`src/rtl/core_fetcher.sv`:
```
// core_fetcher: per-core instruction fetch stage with a one-entry last-instruction buffer
//   clk, reset (async, active-low)
//   core_state/pc/flush      : core side; FETCH_STATE in IDLE starts a fetch of pc
//   fetch_req_*  / fetch_resp_* : val/rdy request and response lanes toward the controller
//   inst/inst_val            : fetched instruction, held stable while inst_val
//   fetcher_state            : IDLE=0, REQ=1, WAIT=2, DONE=3
//   mem_fetch_count          : completed memory fetches, saturating
module core_fetcher #(
  parameter int MEM_ADDR_WIDTH = 8,
  parameter int MEM_DATA_WIDTH = 16,
  parameter logic [3:0] FETCH_STATE = 4'd1
) (
  input  logic                      clk,
  input  logic                      reset,
  input  logic [3:0]                core_state,
  input  logic [MEM_ADDR_WIDTH-1:0] pc,
  input  logic                      flush,
  output logic                      fetch_req_val,
  input  logic                      fetch_req_rdy,
  output logic [MEM_ADDR_WIDTH-1:0] fetch_req_addr,
  input  logic                      fetch_resp_val,
  output logic                      fetch_resp_rdy,
  input  logic [MEM_DATA_WIDTH-1:0] fetch_resp_inst,
  output logic [MEM_DATA_WIDTH-1:0] inst,
  output logic                      inst_val,
  output logic [1:0]                fetcher_state,
  output logic [15:0]               mem_fetch_count
);
  typedef enum logic [1:0] {IDLE = 2'd0, REQ = 2'd1, WAIT = 2'd2, DONE = 2'd3} state_t;
  state_t state, state_nxt;
  logic [MEM_ADDR_WIDTH-1:0] addr_q, buf_pc;
  logic [MEM_DATA_WIDTH-1:0] inst_q, buf_inst;
  logic buf_valid, fetch, hit, cap;
  assign fetch = core_state == FETCH_STATE;
  // a flush in the same cycle as the lookup forces a miss
  assign hit = buf_valid && pc == buf_pc && !flush;
  assign cap = state == WAIT && fetch_resp_val;
  always_comb begin
    state_nxt = state;
    case (state)
      IDLE: state_nxt = fetch ? (hit ? DONE : REQ) : IDLE;
      REQ:  state_nxt = fetch_req_rdy ? WAIT : REQ;
      WAIT: state_nxt = fetch_resp_val ? DONE : WAIT;
      DONE: state_nxt = fetch ? DONE : IDLE;
      default: state_nxt = IDLE;
    endcase
  end
  assign fetch_req_val  = state == REQ;
  assign fetch_req_addr = addr_q;
  assign fetch_resp_rdy = state == WAIT;
  assign inst_val       = state == DONE;
  assign inst           = inst_q;
  assign fetcher_state  = state;
  always_ff @(posedge clk or negedge reset)
    if (!reset) begin
      state           <= IDLE;
      addr_q          <= '0;
      inst_q          <= '0;
      buf_pc          <= '0;
      buf_inst        <= '0;
      buf_valid       <= 1'b0;
      mem_fetch_count <= '0;
    end else begin
      state <= state_nxt;
      if (state == IDLE && fetch) begin
        if (hit) inst_q <= buf_inst;
        else addr_q <= pc;
      end
      if (cap) begin
        inst_q          <= fetch_resp_inst;
        buf_pc          <= addr_q;
        buf_inst        <= fetch_resp_inst;
        mem_fetch_count <= mem_fetch_count == 16'hFFFF ? mem_fetch_count : mem_fetch_count + 16'd1;
      end
      // a capture in the same cycle as a flush leaves the buffer valid
      buf_valid <= cap || (buf_valid && !flush);
    end
endmodule

```
`config.mk`:
```
export PLATFORM = sky130hd
export DESIGN_NAME = core_fetcher
export DESIGN_NICKNAME = d
export VERILOG_FILES = /design/src/rtl/core_fetcher.sv
export SDC_FILE = /design/constraint.sdc
export NUM_CORES = 1
export LEC_CHECK = 0
export ABC_CLOCK_PERIOD_IN_PS = 4700
export BUFFER_PORTS_ARGS = -buffer_cell sky130_fd_sc_hd__buf_2
export CAP_MARGIN = 20
export CELL_PAD_IN_SITES_DETAIL_PLACEMENT = 1
export CELL_PAD_IN_SITES_GLOBAL_PLACEMENT = 2
export CORE_ASPECT_RATIO = 1.4
export CORE_MARGIN = 10
export CORE_UTILIZATION = 35
export CTS_BUF_LIST = sky130_fd_sc_hd__clkbuf_16
export DETAILED_ROUTE_END_ITERATION = 16
export PLACE_DENSITY_LB_ADDON = 0.1
export SYNTH_ARGS = -nofsm -noshare
export SYNTH_HDL_FRONTEND = slang
export SYNTH_SLANG_ARGS = --single-unit
```
`constraint.sdc`:
```
create_clock -name clk -period 4.7 [get_ports clk]
set_input_delay 0.94 -clock clk [delete_from_list [all_inputs] [get_ports clk]]
set_output_delay 0.94 -clock clk [all_outputs]
set_load 0.02 [all_outputs]
```
==> reports/results.txt, run 1 <==
Status = complete, no violations
Kind of critical path = in -> reg
Pleak = 1.813 nW
Number of max-cap violations = 0
Via count = 2427
Cell Pwr Density = 607.7 mW/mm²
Die span in y = 129.5 µm
Final Cycle Share = 65.40%
Worst Hold Class = reg -> reg
Num rows = 39
Worst Skew = 6.302 ps
CP Data Arrival Time = 3300 ps
Port Buffers = 77
Least-Margin Pin Slew = 950.2 ps
H-tree depth = 3
Die area = 0.01272 mm²
Mapped cell area = 0.002999 mm²
Crit. End Element = register
Post-synthesis cell count = 284
Layout cells sized above 1 = 28.10%
Mean post-synth cell area = 10.56 µm²
Synth warnings = 0
Post-synthesis xor/xnor area fraction = 6.133%
Tmin final = 3074 ps
Cells on Worst Hold Path = 2
Final wirelength = 8110 µm
Commonest non-fill, non-tap cell in the layout = nand2_1
Syn_nets = 318
Pre-CTS WS = 1304 ps
Number of buffers created by CTS = 9
Endpoints failing setup = 0
Clk_lat worst skew = 320 ps
Register area = 0.001677 mm²
Largest net degree at the start of global routing = 45
Post-synthesis compound-gate area fraction = 12.85%
RSZ-0062 raised after global routing = no
Clock slew at reported path FFs = 50 ps
Clock Sink Count = 67
Max transition margin = 36.65%
Mux contribution to synthesized area = 3.755%
Dpl hpwl = 5901 µm
Die Span X = 98.24 µm
CTS Buffer Depth = 2
Largest family of logic cells by synthesized area = simple AND/OR/NAND/NOR gates
Nets = 393
Synth unique cells = 37
N_diodes = 0
Startpoint types = input pin
Routed vias/inst = 5.219
Starting Density = 36.37%
Drt wl/cell = 17.44 µm
Antenna-violating nets left = 0
I/O pins = 78
Hold_buf cts = 0
DRC viols = 0
Final Hold Fails = 0
Post-synthesis simple-gate area fraction = 18.40%
FF-to-FF path depth = 4
Setup ws final = 1626 ps
Total track usage = 13.00%
Area grow syn2layout = 23.65%
First-pass GRT wire length = 13550 µm
DP Area = 0.003458 mm²
Root Driver = clkbuf_16
Setup TNS = 0 ps
Post-synthesis sequential area ratio = 55.90%
Core Box Area = 0.008247 mm²
Fmax = 325.3 MHz
Initial antenna violation count = 0
Filler Cells Inserted = 965
# resized after CTS = 0
Peak VDD IR = 259.3 µV
Total power draw = 2.254 mW
Detailed Route Iter0 Violations = 77
Placed Instances = 450
RePlAce Congestion = 0.7223
Synth Register Bits = 67
Vias in the first global route = 2619
Final cell count without fillers = 465
Synthesized-area fraction occupied by adder cells = 0.4172%
WP data required = 4930 ps
GRT Residual Overflow = 0
CTS tree = done
Setup Buffers After CTS = 0
Most frequent cells in the layout = 81 x nand2_1, 77 x buf_2, 67 x dfrtp_1
Post-Layout Inst Area = 0.003709 mm²
CP Max Fanout = 17
Detailed Routing Iterations Pass 1 = 4
Final Max Slew Viols = 0
Multi-input logic area = 0.001246 mm²
==> Yosys cell counts <==
cell type	number	area (µm²)
or3_1	2	12.51
and2_1	1	6.260
nand3b_1	1	7.510
xnor2_1	15	131.4
nor2b_1	2	12.51
and4_1	3	26.28
nand4_1	3	18.77
or4b_1	1	10.01
o21bai_1	1	7.510
dfrtp_1	67	1677
o21ai_0	2	10.01
a21oi_1	1	5.000
a31oi_1	2	12.51
nor2_1	5	18.77
nand4b_1	2	17.52
nor3_1	2	10.01
a311oi_1	1	8.760
o211ai_1	17	127.6
and3b_1	1	8.760
buf_6	2	22.52
nor4b_1	1	8.760
and3_1	3	18.77
o2111ai_1	2	17.52
o31ai_1	4	30.03
buf_2	1	5.000
xor2_1	6	52.55
mux2_2	10	112.6
nor4_1	1	6.260
or4b_4	1	13.76
nand2b_1	1	6.260
nand3_1	9	45.04
a211oi_1	1	7.510
clkbuf_1	13	48.80
o311ai_0	17	148.9
o211a_1	1	10.01
nand2_1	81	304.0
ha_1	1	12.51
==> cell type report <==
type                            count  area share [%]
Clock buffer                        9           6.073
Clock inverter                      6          0.6748
Multi-Input combinational cell    201           33.60
Sequential cell                    67           45.21
Tap cell                          102           3.441
Timing Repair Buffer               80           11.00
==> registers in the layout (all words and copies together), names as in the netlist <==
register / cells
fetcher_state: 2
buf_pc: 8
mem_fetch_count: 16
fetch_req_addr: 8
buf_valid: 1
inst: 16
buf_inst: 16
==> worst paths after layout <==
path	end	start	slack (ps)
worst min register to register	buf_inst[3]	buf_inst[3]	470
min in group asynchronous	fetcher_state[0]	reset	770
worst max-delay path	inst[15]	core_state[1]	1630
worst max register to register	inst[15]	fetcher_state[0]	2280
max in group asynchronous	mem_fetch_count[2]	reset	3020
worst min-delay path	buf_inst[3]	buf_inst[3]	470
==> per-layer routing <==
metal	routed length, µm	vias to the layer above	share of wire, %	global-route usage (%)
li1	-	1169	-	-
met1	3530	1199	44	15.69
met2	4009	50	49	21.52
met3	461	9	5.7	3.830
met4	108	0	1.3	4.818
met5	0	-	0	0
==> power breakdown <==
part	internal [mW]	switching (mW)	leakage, nW	total [mW]
clock	0.344	0.229	0.129	0.572
sequential	0.793	0.135	0.857	0.928
combinational	0.284	0.469	0.827	0.754
total	1.42	0.833	1.81	2.25
==> worst max-delay path: stages <==
cell      delay [ps]
buf_2            100
or4b_4           540
or4b_1           750
or3_1            680
o211ai_1         290
==> logic make-up after synthesis <==
group | Yosys count
buffers and inverters | 16
multiplexers | 10
AND/OR/NAND/NOR | 120
adder cells (fa/ha/maj) | 1
AO/OA/AOI/OAI | 49
flip-flops | 67
XOR/XNOR | 21
==> metrics by stage <==
stage                     utilization (%)  hold slack, ps
after floorplan                         -           439.5
after global placement              41.94           451.9
after global routing                44.97           498.8
after CTS                           44.97           473.5
final                               44.97           468.7
after detailed placement            41.94           460.3
Power figures use the tool's default switching activity.
==> run 2, diff against run 1 <==
- ABC_CLOCK_PERIOD_IN_PS: 4700 -> 2500
- CORE_UTILIZATION: 35 -> 29
- clock period: 4.7 -> 2.5 ns (I/O delays scaled with it)
==> run 2 against run 1 <==
  * Sequential cell count did not move
  * Total power grew 95%
  * Sequential share of layout area shrank 1.7 points
  * Hold slack lost 340 ps
  * Combinational power up 92%
  * Sequential power is 88% higher
  * Clock skew decreased by 3.4 ps
  * Worst setup slack lost 1300 ps
  * Largest power group unchanged
==> reports/results.txt, run 2 (synthesis gave the netlist of run 1 again) <==
Root Driver = clkbuf_16 (unchanged)
Crit path max-delay family = simple AND/OR/NAND/NOR gates (unchanged)
RSZ-0062 raised after global routing = no (unchanged)
Delay of the slowest critical-path stage = 540 ps (was 750 ps)
H-tree depth = 3 (unchanged)
Multi-input logic area = 0.001246 mm² (unchanged)
Final hold slack = 127.3 ps (was 468.7 ps)
WP data required = 2690 ps (was 4930 ps)
N_diodes = 0 (unchanged)
First-pass GRT wire length = 14380 µm (was 13550 µm)
Antenna-violating nets left = 0 (unchanged)
Pre-CTS WS = 4.857 ps (was 1304 ps)
R2r setup slk = 540 ps (was 2280 ps)
Least-Margin Pin Slew = 480.0 ps (was 950.2 ps)
Slowest library cell on the worst path = or4b_4 (was or4b_1)
Area grow syn2layout = 28.49% (was 23.65%)
Number of buffers created by CTS = 9 (unchanged)
Die span in y = 140.3 µm (was 129.5 µm)
Crit path from = core_state[1] (unchanged)
Hold_buf cts = 0 (unchanged)
Cell Pwr Density = 1141 mW/mm² (was 607.7 mW/mm²)
FF-to-FF Start = fetcher_state[1] (was fetcher_state[0])
Drt wl/cell = 17.04 µm (was 17.44 µm)
FF-to-FF path depth = 5 (was 4)
Num rows = 43 (was 39)
Post-layout util = 38.51% (was 44.97%)
Crit. End Element = register (unchanged)
Total power draw = 4.398 mW (was 2.254 mW)
Placed Instances = 490 (was 450)
Total track usage = 12.00% (was 13.00%)
Clock slew at reported path FFs = 50 ps (about the same)
Commonest non-fill, non-tap cell in the layout = nand2_1 (unchanged)
Setup Buffers After CTS = 0 (unchanged)
Detailed Route Iter0 Violations = 46 (was 77)
Pleak = 1.875 nW (was 1.813 nW)
Setup ws final = 335.0 ps (was 1626 ps)
Final wirelength = 8604 µm (was 8110 µm)
Setup TNS = 0 ps (unchanged)
Startpoint types = input pin (unchanged)
Dpl hpwl = 6288 µm (was 5901 µm)
Worst Skew = 2.887 ps (was 6.302 ps)
GRT Residual Overflow = 0 (unchanged)
Die Span X = 105.9 µm (was 98.24 µm)
Starting Density = 29.97% (was 36.37%)
Clk_lat worst skew = 330 ps (was 320 ps)
CP Data Arrival Time = 2350 ps (was 3300 ps)
Final Max Slew Viols = 0 (unchanged)
CP bufs+invs = 2 (was 1)
Largest net degree at the start of global routing = 50 (was 45)
Final Cycle Share = 86.60%
DRC viols = 0 (unchanged)
Die area = 0.01487 mm² (was 0.01272 mm²)
Final Hold Fails = 0 (unchanged)
# resized after CTS = 0 (unchanged)
Port Buffers = 77 (unchanged)
Initial antenna violation count = 1 (was 0)
CP Depth = 6 (was 5)
Nets = 400 (was 393)
Filler Cells Inserted = 1171 (was 965)
Routed vias/inst = 4.887 (was 5.219)
Layout cells sized above 1 = 29.73% (was 28.10%)
Clock Sink Count = 67 (unchanged)
Kind of critical path = in -> reg (unchanged)
Vias in the first global route = 2740 (was 2619)
Post-Layout Inst Area = 0.003854 mm² (was 0.003709 mm²)
CP Max Fanout = 16 (was 17)
Endpoints failing setup = 0 (unchanged)
Register area = 0.001677 mm² (unchanged)
Crit path to = inst[13] (was inst[15])
Via count = 2468 (was 2427)
DP Area = 0.003577 mm² (was 0.003458 mm²)
Core Box Area = 0.01001 mm² (was 0.008247 mm²)
Most frequent cells in the layout = 81 x nand2_1, 77 x buf_2, 67 x dfrtp_1 (unchanged)
I/O pins = 78 (unchanged)
Final cell count without fillers = 505 (was 465)
CTS tree = done (unchanged)
FF-to-FF End = inst[13] (was inst[15])
Peak VDD IR = 399.9 µV (was 259.3 µV)
Tmin final = 2165 ps
RePlAce Congestion = 0.7713 (was 0.7223)
Number of max-cap violations = 0 (unchanged)
Cells along the critical path = buf_2 -> or4b_4 -> or4b_1 -> buf_4 -> o311ai_0 -> o211ai_1 (was buf_2 -> or4b_4 -> or4b_1 -> or3_1 -> o211ai_1)
Fmax = 461.9 MHz
Worst Hold Class = in -> async (was reg -> reg)
Status = complete, no violations (unchanged)
CTS Buffer Depth = 2 (unchanged)
Max transition margin = 68.00% (was 36.65%)
Detailed Routing Iterations Pass 1 = 4 (unchanged)
-- run 2: changes by cell type in the layout (fill, tap and decap cells not counted) --
cell,before,now
buf_4,3,8
clkinv_1,3,0
buf_12,0,2
inv_1,1,3
bufinv_16,0,1
-- run 2: layout make-up --
class,instances,share of cell area (%)
sequential,67,43.51
multi-input combinational,201,32.34
clock buffer,9,5.844
clock inverter,6,1.331
timing repair buffer,87,12.60
tap,135,4.383
-- run 2: per-layer routing --
metal / vias up / part of all wire, % / wire length [µm] / GRT usage, %
li1: 1185 / - / - / -
met1: 1218 / 44 / 3811 / 14.39
met2: 53 / 49 / 4222 / 19.48
met3: 12 / 4.7 / 408 / 3.168
met4: 0 / 1.9 / 161 / 5.575
met5: - / 0 / 0 / 0
-- run 2: report_power, final --
part | switching, mW | leakage [nW] | total [mW] | internal, mW
sequential | 0.254 | 0.857 | 1.74 | 1.49
clock | 0.450 | 0.149 | 1.20 | 0.751
combinational | 0.894 | 0.870 | 1.45 | 0.560
total | 1.60 | 1.88 | 4.40 | 2.80
-- run 2: worst min path at each step --
stage | slack (ps) | end | cells past startpoint
5_1_grt | 170 | fetcher_state[0] | 1
2_1_floorplan | 200 | buf_inst[0] | 0
4_1_cts | 140 | buf_pc[1] | 1
3_5_place_dp | 460 | buf_inst[15] | 2
3_3_place_gp | 450 | buf_inst[5] | 2
6_report | 130 | fetcher_state[0] | 1
==> run 3, diff against run 2 <==
- ABC_AREA: unset -> 1
- CORE_UTILIZATION: 29 -> 28
==> run 3 against run 2 <==
  * Largest cell class unchanged
  * Largest power group unchanged
  * Fmax increased by 21%
  * Synthesized cell count rose by 30%
  * Critical path depth increased by 2
  * Clock power barely moved
  * Clock-buffer cell count did not move
  * Highest routed layer unchanged
  * Hold slack better by 59 ps
  * Total power hardly changed
  * Core utilization shrank 2.6 points
==> reports/results.txt, run 3 <==
Status = complete, no violations (unchanged)
Kind of critical path = reg -> reg (was in -> reg)
Fmax = 557.9 MHz (was 461.9 MHz)
Detailed Routing Iterations Pass 1 = 4 (unchanged)
GRT Residual Overflow = 0 (unchanged)
Port Buffers = 77 (unchanged)
CP Data Arrival Time = 2000 ps (was 2350 ps)
Clock Sink Count = 67 (unchanged)
Number of max-cap violations = 0 (unchanged)
Routed vias/inst = 4.485 (was 4.887)
Most frequent cell after synthesis = nand2_1 (unchanged)
Vias in the first global route = 2876 (was 2740)
Max transition margin = 58.42% (was 68.00%)
Largest net degree at the start of global routing = 44 (was 50)
Detailed Route Iter0 Violations = 63 (was 46)
Post-layout util = 35.92% (was 38.51%)
Placed Instances = 577 (was 490)
CP Max Fanout = 16 (unchanged)
Clock slew at reported path FFs = 60 ps (was 50 ps)
Pre-CTS WS = 594.3 ps (was 4.857 ps)
Post-synth EDFFs = 0 (unchanged)
Cell Pwr Density = 1126 mW/mm² (was 1141 mW/mm²)
Number of buffers created by CTS = 9 (unchanged)
Final wirelength = 8761 µm (was 8604 µm)
Root Driver = clkbuf_16 (unchanged)
Dpl hpwl = 6397 µm (was 6288 µm)
CTS Buffer Depth = 2 (unchanged)
Starting Density = 28.64% (was 29.97%)
Setup Buffers After CTS = 0 (unchanged)
I/O pins = 78 (unchanged)
Startpoint types = register (was input pin)
H-tree depth = 3 (unchanged)
RSZ-0062 raised after global routing = no (unchanged)
Post-synth top cells = 176 x nand2_1, 67 x dfrtp_1, 27 x nand3_1, 18 x nor2_1, 14 x inv_1 (was 81 x nand2_1, 67 x dfrtp_1, 17 x o211ai_1, 17 x o311ai_0, 15 x xnor2_1)
Area grow syn2layout = 25.45% (was 28.49%)
Synth unique cells = 31 (was 37)
Synth area leader = dfrtp_1 (unchanged)
Die span in y = 144.7 µm (was 140.3 µm)
Most frequent cells in the layout = 176 x nand2_1, 77 x buf_2, 67 x dfrtp_1 (was 81 x nand2_1, 77 x buf_2, 67 x dfrtp_1)
Least-Margin Pin Slew = 623.8 ps (was 480.0 ps)
Setup ws final = 707.5 ps (was 335.0 ps)
Post-synthesis cell count = 368 (was 284)
N_diodes = 0 (unchanged)
Synth Register Bits = 67 (unchanged)
Peak VDD IR = 452.8 µV (was 399.9 µV)
Layout cells sized above 1 = 23.50% (was 29.73%)
Asr flop ratio synth = 100.0% (unchanged)
Final cell count without fillers = 592 (was 505)
DRC viols = 0 (unchanged)
Worst Skew = 6.051 ps (was 2.887 ps)
Total track usage = 11.88% (was 12.00%)
Hold_buf cts = 0 (unchanged)
# resized after CTS = 0 (unchanged)
Top cells by area, synth = dfrtp_1 54%, nand2_1 21%, nand3_1 4.3%, xnor2_1 3.4%, nor2_1 2.2% (was dfrtp_1 56%, nand2_1 10%, o311ai_0 5.0%, xnor2_1 4.4%, o211ai_1 4.3%)
WP data required = 2710 ps (was 2690 ps)
Final hold slack = 186.4 ps (was 127.3 ps)
Post-Layout Inst Area = 0.003904 mm² (was 0.003854 mm²)
Mapped cell area = 0.003112 mm² (was 0.002999 mm²)
Tmin final = 1793 ps (was 2165 ps)
CTS tree = done (unchanged)
Num rows = 45 (was 43)
Most used DFF post-synth = dfrtp_1 (unchanged)
Via count = 2655 (was 2468)
Die Span X = 109.1 µm (was 105.9 µm)
Worst Hold Class = in -> async (unchanged)
Mean post-synth cell area = 8.456 µm² (was 10.56 µm²)
Commonest non-fill, non-tap cell in the layout = nand2_1 (unchanged)
Crit. End Element = register (unchanged)
Nets = 481 (was 400)
Synth warnings = 0 (unchanged)
Endpoints failing setup = 0 (unchanged)
Clk_lat worst skew = 330 ps (about the same)
Post-synth top area share = 53.88% (was 55.90%)
Antenna-violating nets left = 0 (unchanged)
Core Box Area = 0.01087 mm² (was 0.01001 mm²)
Drt wl/cell = 14.80 µm (was 17.04 µm)
Total power draw = 4.395 mW (was 4.398 mW)
Die area = 0.01579 mm² (was 0.01487 mm²)
Syn_nets = 402 (was 318)
Pleak = 2.098 nW (was 1.875 nW)
RePlAce Congestion = 0.7463 (was 0.7713)
Initial antenna violation count = 0 (was 1)
Final Hold Fails = 0 (unchanged)
First-pass GRT wire length = 14600 µm (was 14380 µm)
Setup TNS = 0 ps (unchanged)
DP Area = 0.003627 mm² (was 0.003577 mm²)
Final Cycle Share = 71.70% (was 86.60%)
Final Max Slew Viols = 0 (unchanged)
Post-synthesis sequential area ratio = 53.88% (was 55.90%)
-- run 3: final cells by class --
type | instances | area [µm²]
inverter | 17 | 71.32
timing repair buffer | 79 | 412.9
multi-input combinational | 273 | 1290
fill | 1311 | 6963
clock inverter | 6 | 51.30
tap | 141 | 176.4
sequential | 67 | 1677
clock buffer | 9 | 225.2
-- run 3: kinds of logic after synthesis --
family | share of synthesized area, %
and+or+nand+nor | 33.65
DFF | 53.88
buffers and inverters | 4.664
xor gates and xnor gates | 4.503
AOI/OAI and AO/OA | 2.895
adders and majority gates | 0.4020
-- run 3: report_power, final --
part           total, mW  internal, mW  switching (mW)  leakage, nW
registers           1.75          1.48           0.273        0.867
logic               1.44         0.492           0.951         1.08
clock network       1.20         0.751           0.446        0.149
-- run 3: per-layer routing --
metal	part of all wire, %	vias to the layer above	GRT usage (%)
met4	1.5	0	5.428
met1	42	1283	13.81
li1	-	1317	-
met3	5.1	9	3.143
met5	0	-	0
met2	51	46	19.85
-- run 3: path summary, 6_finish.rpt --
kind / slack, ps / to / cells past startpoint / from
worst max-delay path: 710 / mem_fetch_count[4] / 8 / mem_fetch_count[0]
worst min-delay path: 190 / mem_fetch_count[8] / 1 / reset
worst max register to register: 710 / mem_fetch_count[4] / 8 / mem_fetch_count[0]
worst min register to register: 470 / buf_inst[8] / 2 / buf_inst[8]
max in group asynchronous: 1660 / fetcher_state[0] / 2 / reset
min in group clk: 370 / buf_valid / 2 / flush
-- run 3: critical path, cell delays in order, from the launching register on --
cell and delay, ps:
dfrtp_1 400, ha_1 310, nand3_2 140, nor3_4 200
nand3_2 110, nand2_4 190, inv_4 130, nand3b_1 110
nand2_1 60
